`src/rtl/aes_inv_key_schedule.sv`:
```
// aes_inv_key_schedule: AES-128 round-key generator for the inverse cipher.
// Expands the cipher key forward to the round-10 key, then steps backwards one
// round key per rd request (10, 9, ..., 0).
//
// Ports:
//   CLK     rising-edge clock
//   RST     asynchronous reset, active-high
//   load    pulse: start a new expansion from key_in (priority over rd)
//   key_in  cipher key, word 0 in [127:96]
//   rd      step to the previous round key (honoured only while valid)
//   rk      current round key (registered)
//   round   index of the key on rk, 0..10 (registered)
//   busy    forward expansion running (registered)
//   valid   rk usable and rd accepted (registered)
//
// Build option: define AES_FIXED_KEY_EN to ignore key_in and always expand the
// FIPS-197 test key 2b7e151628aed2a6abf7158809cf4f3c.

// Byte substitution table lookup.
module aes_sbox (
  input  logic [7:0] in_byte,
  output logic [7:0] out_byte
);
  localparam logic [7:0] SBOX [256] = '{
    8'h63, 8'h7c, 8'h77, 8'h7b, 8'hf2, 8'h6b, 8'h6f, 8'hc5, 8'h30, 8'h01, 8'h67, 8'h2b, 8'hfe, 8'hd7, 8'hab, 8'h76,
    8'hca, 8'h82, 8'hc9, 8'h7d, 8'hfa, 8'h59, 8'h47, 8'hf0, 8'had, 8'hd4, 8'ha2, 8'haf, 8'h9c, 8'ha4, 8'h72, 8'hc0,
    8'hb7, 8'hfd, 8'h93, 8'h26, 8'h36, 8'h3f, 8'hf7, 8'hcc, 8'h34, 8'ha5, 8'he5, 8'hf1, 8'h71, 8'hd8, 8'h31, 8'h15,
    8'h04, 8'hc7, 8'h23, 8'hc3, 8'h18, 8'h96, 8'h05, 8'h9a, 8'h07, 8'h12, 8'h80, 8'he2, 8'heb, 8'h27, 8'hb2, 8'h75,
    8'h09, 8'h83, 8'h2c, 8'h1a, 8'h1b, 8'h6e, 8'h5a, 8'ha0, 8'h52, 8'h3b, 8'hd6, 8'hb3, 8'h29, 8'he3, 8'h2f, 8'h84,
    8'h53, 8'hd1, 8'h00, 8'hed, 8'h20, 8'hfc, 8'hb1, 8'h5b, 8'h6a, 8'hcb, 8'hbe, 8'h39, 8'h4a, 8'h4c, 8'h58, 8'hcf,
    8'hd0, 8'hef, 8'haa, 8'hfb, 8'h43, 8'h4d, 8'h33, 8'h85, 8'h45, 8'hf9, 8'h02, 8'h7f, 8'h50, 8'h3c, 8'h9f, 8'ha8,
    8'h51, 8'ha3, 8'h40, 8'h8f, 8'h92, 8'h9d, 8'h38, 8'hf5, 8'hbc, 8'hb6, 8'hda, 8'h21, 8'h10, 8'hff, 8'hf3, 8'hd2,
    8'hcd, 8'h0c, 8'h13, 8'hec, 8'h5f, 8'h97, 8'h44, 8'h17, 8'hc4, 8'ha7, 8'h7e, 8'h3d, 8'h64, 8'h5d, 8'h19, 8'h73,
    8'h60, 8'h81, 8'h4f, 8'hdc, 8'h22, 8'h2a, 8'h90, 8'h88, 8'h46, 8'hee, 8'hb8, 8'h14, 8'hde, 8'h5e, 8'h0b, 8'hdb,
    8'he0, 8'h32, 8'h3a, 8'h0a, 8'h49, 8'h06, 8'h24, 8'h5c, 8'hc2, 8'hd3, 8'hac, 8'h62, 8'h91, 8'h95, 8'he4, 8'h79,
    8'he7, 8'hc8, 8'h37, 8'h6d, 8'h8d, 8'hd5, 8'h4e, 8'ha9, 8'h6c, 8'h56, 8'hf4, 8'hea, 8'h65, 8'h7a, 8'hae, 8'h08,
    8'hba, 8'h78, 8'h25, 8'h2e, 8'h1c, 8'ha6, 8'hb4, 8'hc6, 8'he8, 8'hdd, 8'h74, 8'h1f, 8'h4b, 8'hbd, 8'h8b, 8'h8a,
    8'h70, 8'h3e, 8'hb5, 8'h66, 8'h48, 8'h03, 8'hf6, 8'h0e, 8'h61, 8'h35, 8'h57, 8'hb9, 8'h86, 8'hc1, 8'h1d, 8'h9e,
    8'he1, 8'hf8, 8'h98, 8'h11, 8'h69, 8'hd9, 8'h8e, 8'h94, 8'h9b, 8'h1e, 8'h87, 8'he9, 8'hce, 8'h55, 8'h28, 8'hdf,
    8'h8c, 8'ha1, 8'h89, 8'h0d, 8'hbf, 8'he6, 8'h42, 8'h68, 8'h41, 8'h99, 8'h2d, 8'h0f, 8'hb0, 8'h54, 8'hbb, 8'h16
  };

  assign out_byte = SBOX[in_byte];
endmodule

module aes_inv_key_schedule (
  input  logic         CLK,
  input  logic         RST,
  input  logic         load,
  input  logic [127:0] key_in,
  input  logic         rd,
  output logic [127:0] rk,
  output logic [3:0]   round,
  output logic         busy,
  output logic         valid
);
  localparam int unsigned KEY_W   = 128;
  localparam int unsigned WORD_W  = 32;
  localparam int unsigned ROUND_W = 4;
  localparam logic [ROUND_W-1:0] LAST_ROUND = ROUND_W'(10);

  typedef enum logic [1:0] {ST_IDLE, ST_EXPAND, ST_READY} state_e;

  state_e             state_q, state_d;
  logic [KEY_W-1:0]   w_q, w_d;
  logic [ROUND_W-1:0] round_q, round_d;
  logic               busy_q, busy_d;
  logic               valid_q, valid_d;

  logic [KEY_W-1:0]   load_key_c;
  logic [WORD_W-1:0]  w3_inv_c, sbox_in_c, rot_c, t_c, rcon_c;
  logic [ROUND_W-1:0] rcon_idx_c;
  logic [KEY_W-1:0]   fwd_c, inv_c;

`ifdef AES_FIXED_KEY_EN
  logic unused_key_in_c;
  assign unused_key_in_c = ^key_in;
  assign load_key_c      = 128'h2b7e151628aed2a6abf7158809cf4f3c;
`else
  assign load_key_c      = key_in;
`endif

  // Round constant Rcon[idx] in the top byte; indices outside 0..9 never used.
  function automatic logic [WORD_W-1:0] rcon(input logic [ROUND_W-1:0] idx);
    logic [7:0] b;
    case (idx)
      4'd0:    b = 8'h01;
      4'd1:    b = 8'h02;
      4'd2:    b = 8'h04;
      4'd3:    b = 8'h08;
      4'd4:    b = 8'h10;
      4'd5:    b = 8'h20;
      4'd6:    b = 8'h40;
      4'd7:    b = 8'h80;
      4'd8:    b = 8'h1b;
      4'd9:    b = 8'h36;
      default: b = 8'h00;
    endcase
    return {b, 24'h0};
  endfunction

  // Shared T() datapath: forward uses w3, inverse uses the recovered w3'.
  assign w3_inv_c   = w_q[31:0] ^ w_q[63:32];
  assign sbox_in_c  = (state_q == ST_READY) ? w3_inv_c : w_q[31:0];
  assign rot_c      = {sbox_in_c[23:0], sbox_in_c[31:24]};
  assign rcon_idx_c = (state_q == ST_READY) ? round_q - ROUND_W'(1) : round_q;
  assign rcon_c     = rcon(rcon_idx_c);

  for (genvar j = 0; j < 4; j++) begin : g_sbox
    aes_sbox u_sbox (
      .in_byte  (rot_c[8*j +: 8]),
      .out_byte (t_c[8*j +: 8])
    );
  end

  // Forward step: round r -> r+1.
  always_comb begin
    fwd_c            = '0;
    fwd_c[127:96]    = w_q[127:96] ^ t_c ^ rcon_c;
    fwd_c[95:64]     = w_q[95:64] ^ fwd_c[127:96];
    fwd_c[63:32]     = w_q[63:32] ^ fwd_c[95:64];
    fwd_c[31:0]      = w_q[31:0]  ^ fwd_c[63:32];
  end

  // Inverse step: round r -> r-1.
  always_comb begin
    inv_c            = '0;
    inv_c[31:0]      = w3_inv_c;
    inv_c[63:32]     = w_q[63:32] ^ w_q[95:64];
    inv_c[95:64]     = w_q[95:64] ^ w_q[127:96];
    inv_c[127:96]    = w_q[127:96] ^ t_c ^ rcon_c;
  end

  // Next-state and output decode; load overrides everything.
  always_comb begin
    state_d = state_q;
    w_d     = w_q;
    round_d = round_q;
    if (load) begin
      state_d = ST_EXPAND;
      w_d     = load_key_c;
      round_d = '0;
    end else begin
      case (state_q)
        ST_EXPAND: begin
          w_d     = fwd_c;
          round_d = round_q + ROUND_W'(1);
          if (round_q == LAST_ROUND - ROUND_W'(1)) state_d = ST_READY;
        end
        ST_READY: begin
          if (rd && (round_q != '0)) begin
            w_d     = inv_c;
            round_d = round_q - ROUND_W'(1);
          end
        end
        default: ;
      endcase
    end
    busy_d  = (state_d == ST_EXPAND);
    valid_d = (state_d == ST_READY);
  end

  always_ff @(posedge CLK or posedge RST) begin
    if (RST) begin
      state_q <= ST_IDLE;
      w_q     <= '0;
      round_q <= '0;
      busy_q  <= 1'b0;
      valid_q <= 1'b0;
    end else begin
      state_q <= state_d;
      w_q     <= w_d;
      round_q <= round_d;
      busy_q  <= busy_d;
      valid_q <= valid_d;
    end
  end

  assign rk    = w_q;
  assign round = round_q;
  assign busy  = busy_q;
  assign valid = valid_q;
endmodule

```
`config.mk`:
```
export PLATFORM = sky130hd
export DESIGN_NAME = aes_inv_key_schedule
export DESIGN_NICKNAME = d
export VERILOG_FILES = /design/src/rtl/aes_inv_key_schedule.sv
export SDC_FILE = /design/constraint.sdc
export NUM_CORES = 1
export LEC_CHECK = 0
export ABC_AREA = 1
export ABC_CLOCK_PERIOD_IN_PS = 3800
export BUFFER_PORTS_ARGS = -buffer_cell sky130_fd_sc_hd__buf_4
export CORE_MARGIN = 2
export CORE_UTILIZATION = 40
export CTS_CLUSTER_SIZE = 12
export DETAILED_ROUTE_END_ITERATION = 8
export SLEW_MARGIN = 20
export SYNTH_ARGS = -nofsm -noshare
export SYNTH_HDL_FRONTEND = slang
export SYNTH_SLANG_ARGS = --single-unit
```
`constraint.sdc`:
```
create_clock -name CLK -period 3.8 [get_ports CLK]
set_input_delay 0 -clock CLK [delete_from_list [all_inputs] [get_ports CLK]]
set_output_delay 0 -clock CLK [all_outputs]
set_load 0.02 [all_outputs]
```
======== After elaboration in Yosys (flattened, before gate mapping) ========
Memories as Yosys holds them, arrays and structs flattened.
Cells that the tools add are included.
storage, ports and cells
  register bits after elaboration ......... 136
  bits in read-only memories .............. 8,320
  input bits .............................. 132
  output and inout port bits .............. 134
  word-level logic and storage cells ...... 57
  memories kept ........................... 5
operators by class
  $add $sub $neg .......................... 2
  $lt $le $gt $ge ......................... 4
  equality and inequality tests ........... 6
  mux-type cells .......................... 19
  bitwise gates (word level) .............. 12
  reductions and logical operators ........ 4
memory list
  name              depth  width  rd ports  clocked after memory_dff  write ports  RTL line  RTL
  (name not given)  256    8      1         0                         0            43        assign out_byte = SBOX[in_byte];
  (name not given)  256    8      1         0                         0            43
  (name not given)  256    8      1         0                         0            43
  (name not given)  256    8      1         0                         0            43
  (name not given)  16     8      1         0                         0            86        case (idx)
operator list
  kind                   count
  $mux W128              2
  $pmux W128 S2          1
  $xor A32 B32 Y32       8
  $mux W8                8
  $ge A9 B9 Y1 const B   4
  $not A8 Y9             4
  $mux W32               1
  $mux W4                3
  $pmux W4 S2            1
  $mux W2                3
  $add A4 B1 Y4 const B  1
  $eq A2 B1 Y1 const B   2
  $eq A2 B2 Y1 const B   2
  $eq A4 B4 Y1 const B   1
  $reduce_bool A4 Y1     1
  $sub A4 B1 Y4 const B  1
  $ne A3 B2 Y1 const B   1
  $reduce_bool A3 Y1     1
  $reduce_and A2 Y1      1
  $logic_and A1 B1 Y1    1

======== Logic depth before layout (Yosys ltp) ========
  depth in word-level cells ............... 13
  mapped depth ............................ 28
  mapped depth without buffers ............ 27

======== Cells and area by module ========
From an unflattened synthesis, not the netlist that was laid out.
second synthesis, totals
  cells, all modules ...................... 3,825
  area total of the unflattened synthesis .. 21,873.5 um2
by module, submodules not included
  module                instances  cells an instance  area each (um2)  seq. area each (um2)
  aes_sbox              4          635                3,093.0          0.0
  aes_inv_key_schedule  1          1,285              9,501.6          3,403.3

======== Least setup slack after synthesis ========
OpenSTA, ideal clock, no wires.
  path type ............................... register -> register
  start ................................... register state_q[1]
  end ..................................... register w_q[53] (netlist: rk[53])
  setup time .............................. 0.117 ns
  arrival ................................. 3.054 ns
  data required time ...................... 3.683 ns
  setup slack ............................. 0.629 ns
  cell stages (with the launch flop) ...... 23
  path buffers ............................ 1
  period minus slack after synthesis ...... 3.171 ns
  cells stage by stage .................... dfrtp_1 -> inv_2 -> nor2_4 -> buf_6 -> o21ai_2 -> inv_1 -> ha_1 -> inv_1 -> nand2_1 -> nand2_1 -> nand2_1 -> o21ai_0 -> nand2_1 -> a21oi_1 -> nand2_1 -> nand3_1 -> nand2_1 -> nand2_1 -> nand3_1 -> nand3_1 -> nand3_1 -> nand2_1 -> nand2_1
on the way
  cells in the longest elaborated chain, start to end .. 12
  elaborated cells between the ends (all ways) .. 16
  classes of those cells .................. 3 x eq/ne; 5 x mux; 5 x bitwise; 2 x reduce/logical; 1 x memory
RTL lines
  item                                        RTL line  RTL
  from (decl)                                 64        state_e state_q, state_d;
  from (signal assigned)                      171       state_q <= state_d;
  $eq A2 B2 Y1                                104, 144
  $mux W32                                    104       assign sbox_in_c = (state_q == ST_READY) ? w3_inv_c : w_q[31:0];
  $not A8 Y9 (implied by the code)            43
  $mem_v2 Z256 W8                             --
  $mux W8 (implied by the code) (2 in a row)  43
  $xor A32 B32 Y32 (2 in a row)               119       fwd_c[127:96] = w_q[127:96] ^ t_c ^ rcon_c;
  $xor A32 B32 Y32                            120       fwd_c[95:64] = w_q[95:64] ^ fwd_c[127:96];
  $xor A32 B32 Y32                            121       fwd_c[63:32] = w_q[63:32] ^ fwd_c[95:64];
  $pmux W128 S2                               144       case (state_q)
  $mux W128                                   139       if (load) begin
  to (signal assigned)                        172       w_q <= w_d;
  to (decl)                                   65        logic [KEY_W-1:0] w_q, w_d;
Parallel ways exist; a longest one is shown, timed or not. The select of a mux whose other input is x is not followed.
A chain may end at the register's enable or synchronous reset.

======== Worst setup path after layout ========
  start ................................... register state_q[0]
  end ..................................... register w_q[126] (netlist: rk[126])
on the way
  cells in the longest elaborated chain, start to end .. 11
  elaborated cells between the ends (all ways) .. 17
  classes of those cells .................. 3 x eq/ne; 7 x mux; 3 x bitwise; 2 x reduce/logical; 2 x memory
RTL lines
  item                                        RTL line       RTL
  $eq A2 B2 Y1                                104, 106, 144
  $mux W32                                    104
  $not A8 Y9 (implied by the code)            43
  $mem_v2 Z256 W8                             --
  $mux W8 (implied by the code) (2 in a row)  43
  $xor A32 B32 Y32 (2 in a row)               119, 131
  $mux W128                                   151            if (rd && (round_q != '0)) begin
  $pmux W128 S2                               144
  $mux W128                                   139
Parallel ways exist; a longest one is shown, timed or not. The select of a mux whose other input is x is not followed.

==> out/qor.json <==
{
  "cts-buffers-inserted": {"value": 17},
  "timing.critical_path.from_type": {"value": "flop"},
  "synth_nets": {"value": 4127},
  "synth_top_family_by_area": {"value": "simple AND/OR/NAND/NOR gates"},
  "cp_cell_sequence": {"value": "inv_4, nand2_4, nand2_1, nand2_2, ha_1, inv_1, nand2_2, nand3_1, nand2_1, nor2_1, nand2_1, nand3_1, nand3_1, nand2_1, nand2_1, a21oi_1, o22ai_1, dlygate4sd3_1"},
  "wl_per_cell": {"value": 22.9, "unit": "microns"},
  "grt_antenna_before_repair": {"value": 1},
  "worstSkewPairLatency": {"value": 0.50, "unit": "ns"},
  "worst_path_largest_cell_delay": {"value": 0.58, "unit": "ns"},
  "timing_max_transition_violations_final": {"value": 0},
  "chipHeight": {"value": 236, "unit": "microns"},
  "worst_hold_startpoint": {"value": "rd"},
  "synth_adder_area_share": {"value": 3.08, "unit": "%"},
  "die_width": {"value": 236, "unit": "microns"},
  "fillCellCount": {"value": 5647},
  "worstSetupPathType": {"value": "reg2reg"},
  "std_cell_rows": {"value": 85},
  "cts_htree_levels": {"value": 4},
  "design.die.area": {"value": 0.0557, "unit": "sq mm"},
  "placeable_area": {"value": 0.0535, "unit": "sq mm"},
  "detailroute.via_count": {"value": 30800},
  "synth.mux.area_fraction": {"value": 0, "unit": "%"},
  "number_of_buffers_inserted_by_port_buffering": {"value": 265},
  "multi_input_comb_area": {"value": 0.0162, "unit": "sq mm"},
  "routed_via_density": {"value": 5.92},
  "final-setup-viol-count": {"value": 0},
  "critical_path.endpoint_type": {"value": "flop"},
  "grt_pass1_wl": {"value": 176000, "unit": "microns"},
  "synthesis.area_per_instance": {"value": 5.46, "unit": "sq um"},
  "synth-seq-cells": {"value": 136},
  "synth_enable_flop_cells": {"value": 0},
  "yosysSeqAreaShare": {"value": 15.8, "unit": "%"},
  "num-nets-final": {"value": 4675},
  "layout_common_cells": {"value": "1,455 x sky130_fd_sc_hd__nand2_1, 930 x sky130_fd_sc_hd__nand3_1, 602 x sky130_fd_sc_hd__buf_4"},
  "final_layout_size_suffix_gt1_share": {"value": 17.8, "unit": "%"},
  "grt_use_total": {"value": 41.1, "unit": "%"},
  "clockRootBuffer": {"value": "sky130_fd_sc_hd__clkbuf_16"},
  "syn-instance-count": {"value": 3942},
  "cts_max_path_buffers": {"value": 2},
  "regToRegStartpoint": {"value": "state_q[0]"},
  "dpl.cell_count": {"value": 5028},
  "layout.area.seq": {"value": 0.00341, "unit": "sq mm"},
  "min_period": {"value": 3.68, "unit": "ns"},
  "r2r_setup_slack": {"value": 0.12, "unit": "ns"},
  "max_freq": {"value": 0.272, "unit": "GHz"},
  "path_common_cell": {"value": "sky130_fd_sc_hd__nand2_1"},
  "postRouteWirelength": {"value": 119000, "unit": "microns"},
  "ys_dominant_reg_cell": {"value": "sky130_fd_sc_hd__dfrtp_1"},
  "clk_pin_slew_worst_paths": {"value": 0.07, "unit": "ns"},
  "biggest_fanout_along_the_worst_timing_path": {"value": 11},
  "most_common_cell_after_layout_fill_and_taps_aside": {"value": "sky130_fd_sc_hd__nand2_1"},
  "yosysWarnings": {"value": 0},
  "hold_viol_final": {"value": 0},
  "critical-path-slowest-cell": {"value": "sky130_fd_sc_hd__dlygate4sd3_1"},
  "ys_async_sr_fraction": {"value": 100, "unit": "%"},
  "worstSetupStartpoint": {"value": "state_q[0]"},
  "timing.critical_path.arrival": {"value": 4.05, "unit": "ns"},
  "status": {"value": "finished clean"},
  "xor_and_xnor_fraction_of_the_mapped_netlist_area": {"value": 3.53, "unit": "%"},
  "area_growth_syn_to_layout": {"value": 31.9, "unit": "%"},
  "initial_standard_cell_utilization_of_the_core": {"value": 40.2, "unit": "%"},
  "timing_worst_slew_pin_value": {"value": 0.954, "unit": "ns"},
  "place_hpwl": {"value": 88700, "unit": "microns"},
  "number_of_global_route_vias_before_repair": {"value": 28100},
  "class_of_the_tightest_hold_or_removal_check": {"value": "in2reg"},
  "finalNonFillerCells": {"value": 5201},
  "design.portCount": {"value": 266},
  "ys_types": {"value": 42},
  "grt_setup_unrepaired": {"value": "yes"},
  "compound_cell_area_share_of_the_yosys_netlist": {"value": 13.4, "unit": "%"},
  "cts.sinks": {"value": 136},
  "cts_tree": {"value": "yes"},
  "detail-route-antenna-nets": {"value": 0},
  "clock-skew-final": {"value": 0.0222, "unit": "ns"},
  "drc": {"value": 0},
  "maxSlewHeadroom": {"value": 36.4, "unit": "%"},
  "gp_routability_congestion": {"value": 1.09},
  "layout_worst_path_cycle_share": {"value": 96.8, "unit": "%"},
  "grt_start_max_net_pins": {"value": 128},
  "netlist_area": {"value": 0.0215, "unit": "sq mm"},
  "maxcap_viol_count": {"value": 0},
  "drt_pre_antenna_iters": {"value": 7},
  "yosys.area_share.simple": {"value": 54.2, "unit": "%"},
  "worst_ep_required_time": {"value": 4.17, "unit": "ns"},
  "globalRouteOverflowTotal": {"value": 0},
  "drt_first_iter_violations": {"value": 4297}
}
state kept, by name, indices dropped and copies added (netlist names):
| name | count |
|---|---|
| busy | 1 |
| round | 4 |
| valid | 1 |
| state_q | 2 |
| rk | 128 |
kinds of logic (layout without fill, tap and decap cells):
family,Yosys count,count (layout)
xor gates and xnor gates,86,86
buffers and inverters,493,1052
adders and majority gates,53,53
AOI/OAI and AO/OA,485,486
and+or+nand+nor,2689,2690
DFF,136,136
other,0,2
routing by layer:
layer  global-route usage [%]  vias up  share of wire [%]
met1                     55.1    14100                 41
met4                     21.1        0                5.6
li1                         -    14200                  -
met5                        0        -                  0
met3                     10.1      381                 11
met2                     60.9     2068                 42
what timing repair did:
action                                  in CTS  in global routing
gates resized for setup                      0                 39
endpoints found under the setup margin       0                 69
endpoints found under the hold margin      195                  0
hold buffers                               134                  0
setup buffers                                0                  3
layout make-up:
type	count	share of cell area (%)
Clock inverter	12	0.498
Antenna cell	2	0.0176
Multi-Input combinational cell	3315	57.0
Clock buffer	20	1.54
Tap cell	696	3.07
Inverter	259	3.48
Timing Repair Buffer	761	22.4
Sequential cell	136	12.0
final timing paths:
kind                            end  cells after the start
max                         rk[126]                     18
min reg2reg                  rk[85]                      2
max reg2reg                 rk[126]                     18
min in group asynchronous  round[1]                      3
max in group asynchronous   rk[102]                      4
min                        round[0]                      7
per-stage QoR:
stage	setup WS [ns]	utilization (%)	cell area [sq um]	hold slack (ns)	setup TNS, ns
finish	0.121	53.1	28400	0.199	0
global route	-0.0224	53.0	28400	0.196	-0.0675
CTS	0.0307	52.7	28200	0.164	0
detailed placement	0.106	49.1	26300	0.178	0
global placement	0.135	49.1	26300	0.185	0
floorplan	0.161	-	21500	0.133	0
worst max-delay path: cells and delay by family, from the launching register on:
kind,cells,cell delay (ns)
compound gates,2,0.24
simple gates,12,1.62
fa+ha+maj,1,0.31
flops,1,0.45
buf+inv,3,0.90
synth_stat cells, types with 22 or more instances:
cell,n,share of area (%)
sky130_fd_sc_hd__a21oi_1,89,2.1
sky130_fd_sc_hd__buf_2,81,1.9
sky130_fd_sc_hd__buf_4,32,1.1
sky130_fd_sc_hd__clkbuf_1,100,1.7
sky130_fd_sc_hd__dfrtp_1,136,16
sky130_fd_sc_hd__ha_1,53,3.1
sky130_fd_sc_hd__inv_1,243,4.2
sky130_fd_sc_hd__nand2_1,1471,26
sky130_fd_sc_hd__nand2_2,30,0.87
sky130_fd_sc_hd__nand3_1,941,22
sky130_fd_sc_hd__nand4_1,45,1.3
sky130_fd_sc_hd__nor2_1,157,2.7
sky130_fd_sc_hd__o211ai_1,83,2.9
sky130_fd_sc_hd__o21ai_0,199,4.6
sky130_fd_sc_hd__o21ai_1,56,1.3
sky130_fd_sc_hd__xnor2_1,22,0.90
sky130_fd_sc_hd__xor2_1,63,2.6
Power is not shown: default switching activity piles up to over one toggle a cycle in this logic, so the estimate is an artifact.
